## src/rtl/mul_seq_ctrl.sv

```systemverilog
// Issue/return sequencer for the 16x16 signed sequential Booth multiplier core.
// Accepts one operation at a time, drives the core, and returns tagged results through a small FIFO.
`timescale 1ns/1ps
module mul_seq_ctrl #(
    parameter int TAG_W       = 4,
    parameter int FIFO_DEPTH  = 2,
    parameter int TIMEOUT_CYC = 24
) (
    input  logic             clk,
    input  logic             rst_n,
    input  logic             in_valid,
    output logic             in_ready,
    input  logic [15:0]      in_x,
    input  logic [15:0]      in_y,
    input  logic [TAG_W-1:0] in_tag,
    output logic             mul_start,
    output logic [15:0]      mul_x,
    output logic [15:0]      mul_y,
    input  logic             mul_busy,
    input  logic [31:0]      mul_z,
    output logic             out_valid,
    input  logic             out_ready,
    output logic [31:0]      out_z,
    output logic [TAG_W-1:0] out_tag,
    output logic             out_err
);

    localparam logic [2:0] IDLE    = 3'd0;
    localparam logic [2:0] LAUNCH  = 3'd1;
    localparam logic [2:0] WAIT_HI = 3'd2;
    localparam logic [2:0] RUN     = 3'd3;
    localparam logic [2:0] CAPTURE = 3'd4;

    localparam int WAIT_HI_CYC = 2;
    localparam int PTR_W = (FIFO_DEPTH > 1) ? $clog2(FIFO_DEPTH) : 1;
    localparam int CNT_W = $clog2(FIFO_DEPTH + 1);
    localparam int TMO_W = (TIMEOUT_CYC > 2) ? $clog2(TIMEOUT_CYC + 1) : 2;

    localparam logic [15:0] MIN_NEG = 16'h8000;

    logic [2:0]       state_q, state_d;
    logic [15:0]      mul_x_q, mul_x_d;
    logic [15:0]      mul_y_q, mul_y_d;
    logic [TAG_W-1:0] tag_q, tag_d;
    logic [TMO_W-1:0] tmo_q, tmo_d;

    logic             push_v;
    logic [31:0]      push_z;
    logic [TAG_W-1:0] push_tag;
    logic             push_err;
    logic             pop;
    logic             hs;

    logic [31:0]      z_mem   [FIFO_DEPTH];
    logic [TAG_W-1:0] tag_mem [FIFO_DEPTH];
    logic             err_mem [FIFO_DEPTH];
    logic [PTR_W-1:0] wr_ptr_q, rd_ptr_q;
    logic [CNT_W-1:0] cnt_q;

    // Only one op is in flight, so a free slot at accept time guarantees room for its result.
    assign in_ready  = rst_n && (state_q == IDLE) && (cnt_q < CNT_W'(FIFO_DEPTH)) && !mul_busy;
    assign hs        = in_valid && in_ready;
    assign mul_start = (state_q == LAUNCH);
    assign mul_x     = mul_x_q;
    assign mul_y     = mul_y_q;

    always_comb begin
        state_d  = state_q;
        mul_x_d  = mul_x_q;
        mul_y_d  = mul_y_q;
        tag_d    = tag_q;
        tmo_d    = tmo_q;
        push_v   = 1'b0;
        push_z   = 32'h0;
        push_tag = tag_q;
        push_err = 1'b0;
        case (state_q)
            IDLE: begin
                if (hs) begin
                    tag_d    = in_tag;
                    push_tag = in_tag;
                    if (in_x == 16'h0 || in_y == 16'h0) begin
                        push_v = 1'b1;
                    end else if (in_x == MIN_NEG && in_y == MIN_NEG) begin
                        push_v = 1'b1;
                        push_z = 32'h4000_0000;
                    end else if (in_x == MIN_NEG) begin
                        // The core cannot negate -32768 on its multiplicand port; its multiplier port can.
                        mul_x_d = in_y;
                        mul_y_d = in_x;
                        state_d = LAUNCH;
                    end else begin
                        mul_x_d = in_x;
                        mul_y_d = in_y;
                        state_d = LAUNCH;
                    end
                end
            end
            LAUNCH: begin
                tmo_d   = '0;
                state_d = WAIT_HI;
            end
            WAIT_HI: begin
                if (mul_busy) begin
                    tmo_d   = '0;
                    state_d = RUN;
                end else if (tmo_q == TMO_W'(WAIT_HI_CYC - 1)) begin
                    push_v   = 1'b1;
                    push_err = 1'b1;
                    state_d  = IDLE;
                end else begin
                    tmo_d = tmo_q + TMO_W'(1);
                end
            end
            RUN: begin
                tmo_d = tmo_q + TMO_W'(1);
                if (!mul_busy) begin
                    state_d = CAPTURE;
                end else if (tmo_q == TMO_W'(TIMEOUT_CYC - 1)) begin
                    push_v   = 1'b1;
                    push_err = 1'b1;
                    state_d  = IDLE;
                end
            end
            CAPTURE: begin
                push_v  = 1'b1;
                push_z  = mul_z;
                state_d = IDLE;
            end
            default: state_d = IDLE;
        endcase
    end

    always_ff @(posedge clk or negedge rst_n) begin
        if (!rst_n) begin
            state_q <= IDLE;
            mul_x_q <= 16'h0;
            mul_y_q <= 16'h0;
            tag_q   <= '0;
            tmo_q   <= '0;
        end else begin
            state_q <= state_d;
            mul_x_q <= mul_x_d;
            mul_y_q <= mul_y_d;
            tag_q   <= tag_d;
            tmo_q   <= tmo_d;
        end
    end

    assign out_valid = (cnt_q != '0);
    assign pop       = out_valid && out_ready;
    assign out_z     = z_mem[rd_ptr_q];
    assign out_tag   = tag_mem[rd_ptr_q];
    assign out_err   = err_mem[rd_ptr_q];

    always_ff @(posedge clk or negedge rst_n) begin
        if (!rst_n) begin
            wr_ptr_q <= '0;
            rd_ptr_q <= '0;
            cnt_q    <= '0;
        end else begin
            if (push_v) wr_ptr_q <= wr_ptr_q + PTR_W'(1);
            if (pop)    rd_ptr_q <= rd_ptr_q + PTR_W'(1);
            cnt_q <= cnt_q + CNT_W'(push_v) - CNT_W'(pop);
        end
    end

    // Storage is not reset: entries are only read once written.
    always_ff @(posedge clk) begin
        if (push_v) begin
            z_mem[wr_ptr_q]   <= push_z;
            tag_mem[wr_ptr_q] <= push_tag;
            err_mem[wr_ptr_q] <= push_err;
        end
    end

    always_ff @(posedge clk) begin
        if (rst_n) begin
            assert (!(push_v && !pop && cnt_q == CNT_W'(FIFO_DEPTH)))
                else $error("result fifo overflow");
        end
    end

endmodule

```

## config.mk

```make
export PLATFORM = sky130hd
export DESIGN_NAME = mul_seq_ctrl
export DESIGN_NICKNAME = d
export VERILOG_FILES = /design/src/rtl/mul_seq_ctrl.sv
export SDC_FILE = /design/constraint.sdc
export NUM_CORES = 1
export LEC_CHECK = 0
export BUFFER_PORTS_ARGS = -buffer_cell sky130_fd_sc_hd__buf_2
export CAP_MARGIN = 5
export CORE_ASPECT_RATIO = 1.5
export CORE_MARGIN = 2
export CORE_UTILIZATION = 56
export DETAILED_ROUTE_END_ITERATION = 10
export GPL_TIMING_DRIVEN = 0
export PLACE_DENSITY = 0.82
export SLEW_MARGIN = 20
export SYNTH_ARGS = -nofsm -noshare
export SYNTH_HDL_FRONTEND = slang
export SYNTH_SLANG_ARGS = --single-unit
```

## constraint.sdc

```tcl
create_clock -name clk -period 8.8 [get_ports clk]
set_clock_uncertainty 0.2 [all_clocks]
set_input_delay 2.64 -clock clk [delete_from_list [all_inputs] [get_ports clk]]
set_output_delay 2.64 -clock clk [all_outputs]
set_load 0.01 [all_outputs]
```

**Yosys cells after proc, flatten, opt, wreduce, memory -nomap -nowiden**

Memory sizes are Yosys's and may differ from the RTL's.
Index checks and enable logic that the tools add are counted.

- Bits in registers: 48
- Latch bits: 0
- Memory bits (writable): 74
- Bits in read-only memories: 0
- Output and inout port bits: 72
- Logic and storage cells: 79
- Memories kept: 3

Memory list:

| memory | words | bits a word | rd ports | clocked after Yosys merged registers in | write ports | line | text |
|---|---|---|---|---|---|---|---|
| z_mem | 2 | 32 | 1 | 0 | 1 | 54 | `logic [31:0] z_mem [FIFO_DEPTH];` |
| tag_mem | 2 | 4 | 1 | 0 | 1 | 55 | `logic [TAG_W-1:0] tag_mem [FIFO_DEPTH];` |
| err_mem | 2 | 1 | 1 | 0 | 1 | 56 | `logic err_mem [FIFO_DEPTH];` |

- $add $sub $neg: 5
- Multipliers: 0
- Div/mod/pow operators: 0
- $lt $le $gt $ge: 1
- Equal/unequal tests: 14
- Shift operators: 0
- Muxes and demuxes: 30
- Bitwise logic cells: 2
- Reductions and logical operators: 16

Operator list:

| kind | count |
|---|---|
| $mux 31 | 3 |
| $pmux 32 s2 | 1 |
| $eq 16x16->1 const B | 2 |
| $logic_not 16->1 | 2 |
| $mux 16 | 2 |
| $mux 3 | 7 |
| $pmux 5 s3 | 1 |
| $pmux 3 s4 | 1 |
| $mux 5 | 2 |
| $mux 1 | 9 |
| $ne 3x3->1 const B | 3 |
| $mux 4 | 2 |
| $eq 3x2->1 const B | 2 |
| $logic_and 1x1->1 | 6 |
| $ne 2x2->1 const B | 3 |
| $add 5x1->5 const B | 1 |
| $eq 5x1->1 const B | 1 |
| $eq 5x5->1 const B | 1 |
| $reduce_and 5->1 | 1 |
| $pmux 1 s4 | 1 |
| $reduce_and 4->1 | 1 |
| $eq 3x1->1 const B | 1 |
| $eq 3x3->1 const B | 1 |
| $logic_not 3->1 | 1 |
| other kinds (11) | 13 |

**Longest topological paths before layout**

- Depth in word-level cells: 9
- Depth in mapped cells: 8
- Gate-level depth less buffers: 8

**Least setup slack after synthesis**

No wires, ideal clock.

- Path type: input to output
- Start point: in mul_busy
- End point: out in_ready
- Arrival: 3459 ps
- Required time: 5960 ps
- Slack: 2501 ps
- Cell stages on the path: 2
- Buffers on the path: 0
- Cells stage by stage: or4b_4 nor3_1

- Word-level cells in the longest chain between the ends: 2

RTL lines:

| item | line | text |
|---|---|---|
| start: declaration | 19 | `input logic mul_busy,` |
| $logic_not 1->1 | -- |  |
| $logic_and 1x1->1 | 61 | `assign in_ready = rst_n && (state_q == IDLE) && (cnt_q < CNT_W'(FIFO_DEPTH)) && !mul_busy;` |
| end: declaration | 12 | `output logic in_ready,` |

No other way between the ends.

**Final worst setup path**

- Start point: in rst_n
- End point: out in_ready

- Word-level cells in the longest chain between the ends: 3

RTL lines:

| item | line | text |
|---|---|---|
| start: declaration | 10 | `input logic rst_n,` |
| $logic_and 1x1->1 (3 in a row) | 61 |  |

No other way between the ends.

==> impl_metrics.csv <==
group,metric,value,unit
logic_synthesis,syn_nets,462,
cells_and_area,antenna_cells,0,
timing,worst_slew_pin_slew,724,ps
clock_tree,cts_max_path_buffers,2,
timing,finalSetupViolCount,0,
routing,firstDrtPassIters,5,
pwr,vdd_drop_max,186,µV
cells_and_area,nets,627,
clock_tree,hold_buffers,0,
logic_synthesis,synth_seq_cells,122,
cells_and_area,drive_above_1_share,41.0,%
die,core_area,9150,µm²
setup_path,crit_fanout,49,
run_status,status,"finished clean",
timing,min_period_over_period,79.7,%
logic_synthesis,synth_seq_area_share,65.6,%
pwr,seqPwrFrac,38.4,%
logic_synthesis,syn_inst,385,
routing,routedWlPerCell,18.5,µm
placed_design,io_buffers,144,
logic_synthesis,syn-mean-instance-area,13.6,µm²
setup_path,endpoint_kind,"primary output",
placed_design,dpl.hpwl,8660,µm
routing,via_per_inst,5.84,
cells_and_area,syn2layout_area_growth,29.1,%
clock_tree,cts_buffers,17,
cells_and_area,fill_cells,611,
die,die_h,122,µm
global_route,grt_pass1_vias,3842,
clock_tree,cts_setup_buffers,0,
cells_and_area,multi_input_area,1670,µm²
global_route,grt_usage,24.5,%
pwr,p_sw,639,µW
run,maxCapViolations,0,
clock_tree,htreeDepth,4,
placed_design,placed_area,6130,µm²
clock_tree,cts_resized,0,
pwr,combPwrFrac,28.3,%
timing,post-route-min-period,7010,ps
clock_tree,worstSkewPairLatency,400,ps
pwr,p_leak,0.00290,µW
die,die_area,10100,µm²
routing,via_count,3943,
die,die_x,82.8,µm
min_path,hp-class,"reg2reg",
timing,hold_viol,0,
timing,tns,0,ps
timing,max_freq,143,MHz
die,initial_core_util,57.0,%
global_route,grt_pass1_wl,19300,µm
clock_tree,path_clk_slew,50,ps
die,ios,145,
logic_synthesis,synth_edf_count,74,
global_route,grt_overflow,0,
global_route,antenna_found_initial,0,
logic_synthesis,synth_flop_cell,"edfxtp_1",
pwr,switching_share,30.1,%
placed_design,gp_congestion,0.924,
cells_and_area,post-route-util,73.7,%
setup_path,crit_type,"in2out",
logic_synthesis,synthArstFlopShare,39.3,%
pwr,power.density,316,nW/µm²
global_route,grt_start_max_net_pins,50,
logic_synthesis,syn_area,5220,µm²
routing,routed_wl,12500,µm
clock_tree,clock_sinks,122,
setup_path,cp.required,5960,ps
cells_and_area,ff_latch_area,3420,µm²
routing,antenna_left,0,
logic_synthesis,synth-warning-count,0,
timing,slew_viol_final,0,
logic_synthesis,synth.distinct_cells,44,
routing,drc,0,
cells_and_area,final_cell_area,6740,µm²
setup_path,start_kind,"input pin",
pwr,power.clock.fraction,33.3,%
pwr,finalPower,2130,µW
pwr,p_int,1490,µW
die,rows,43,
timing,rsz0062_at_grt,"false",
timing,relSlewSlack,51.3,%
clock_tree,cts_tree,"built",
routing,drtIter0Drc,259,
clock_tree,clock-root-buffer,"clkbuf_16",
setup_path,worstPathArrival,4170,ps
-- layout make-up --
cell class	instances	share of cell area [%]
Buffer	24	1.52
Clock buffer	17	6.32
Clock inverter	15	2.69
Inverter	7	0.390
Multi-Input combinational cell	232	24.9
Sequential cell	122	50.8
Tap cell	112	2.08
Timing Repair Buffer	146	11.3
-- worst paths after layout --
kind                           from            to  slack [ps]  cells after the start
max                           rst_n      in_ready        1790                      4
min                        mul_y[5]      mul_y[5]         280                      1
max reg2reg                cnt_q[1]  z_mem[0][26]        5740                      5
min reg2reg                mul_y[5]      mul_y[5]         280                      1
max in group asynchronous     rst_n     mul_x[15]        5920                      1
min in group asynchronous     rst_n      mul_x[2]        2060                      1
-- metrics by stage --
stage               instances  worst slack (ps)  hold slack [ps]
finish                    675              1790              283
CTS                       675              1360              289
global route              675              1640              297
floorplan                 385              2500              255
global placement          641               684              267
detailed placement        643              1370              269
-- cells by family after synthesis --
kind of cell	synth area share [%]
AOI/OAI and AO/OA	10.6
muxes	8.85
xor gates and xnor gates	0.672
DFF	65.6
adders and majority gates	0.959
and+or+nand+nor	10.8
buffers and inverters	2.47
-- state kept, by name, summed over array words and instances, names as in the netlist --
| name | flops |
|---|---|
| cnt_q | 2 |
| wr_ptr_q | 1 |
| state_q | 3 |
| z_mem | 64 |
| tmo_q | 5 |
| mul_y | 16 |
| err_mem | 2 |
| tag_q | 4 |
| mul_x | 16 |
| rd_ptr_q | 1 |
| tag_mem | 8 |
-- worst max-delay path, stage by stage --
cell and delay [ps]:
buf_4 500, or4b_4 580, nor3_1 240, buf_2 200
-- synth_stat cells, types with 5 or more instances --
master,number,area share (%)
buf_2,6,0.58
o2bb2ai_1,15,2.5
mux2_2,41,8.8
a21oi_1,37,3.5
clkbuf_1,14,1.0
nor3_1,5,0.48
o21ai_1,5,0.48
nor4_1,7,0.84
nand2_1,13,0.94
edfxtp_1,74,43
dfrtp_1,48,23
nand3_1,18,1.7
inv_1,7,0.50
o21ai_0,14,1.3
and2_1,5,0.60
and3_1,32,3.8
-- power by group through the flow --
stage / logic (µW) / registers [µW] / clock network, µW
6_report: 603 / 816 / 707
5_1_grt: 656 / 827 / 744
4_1_cts: 609 / 815 / 716
3_5_place_dp: 607 / 820 / 0
3_3_place_gp: 581 / 816 / 0
2_1_floorplan: 330 / 845 / 0
-- cell usage in the layout (no fill, tap or decap), types with 5 or more instances in the layout --
master / synthesis / layout
a21oi_1: 37 / 37
and3_1: 32 / 32
buf_2: 6 / 149
clkbuf_1: 14 / 14
clkbuf_16: 0 / 17
clkinv_1: 0 / 5
dfrtp_1: 48 / 48
edfxtp_1: 74 / 74
inv_1: 7 / 7
mux2_2: 41 / 41
nand2_1: 13 / 13
nand3_1: 18 / 18
nor3_1: 5 / 5
nor4_1: 7 / 7
o21ai_0: 14 / 14
o21ai_1: 5 / 5
o2bb2ai_1: 15 / 15
-- routing by layer --
metal / wire length, µm / track usage (%) / up-vias / part of all wire, %
li1: - / - / 1807 / -
met1: 4800 / 28.5 / 1923 / 39
met2: 6520 / 42.6 / 196 / 52
met3: 949 / 7.46 / 17 / 7.6
met4: 185 / 9.84 / 0 / 1.5
met5: 0 / 0 / - / 0
(Power assumes the default switching activity.)
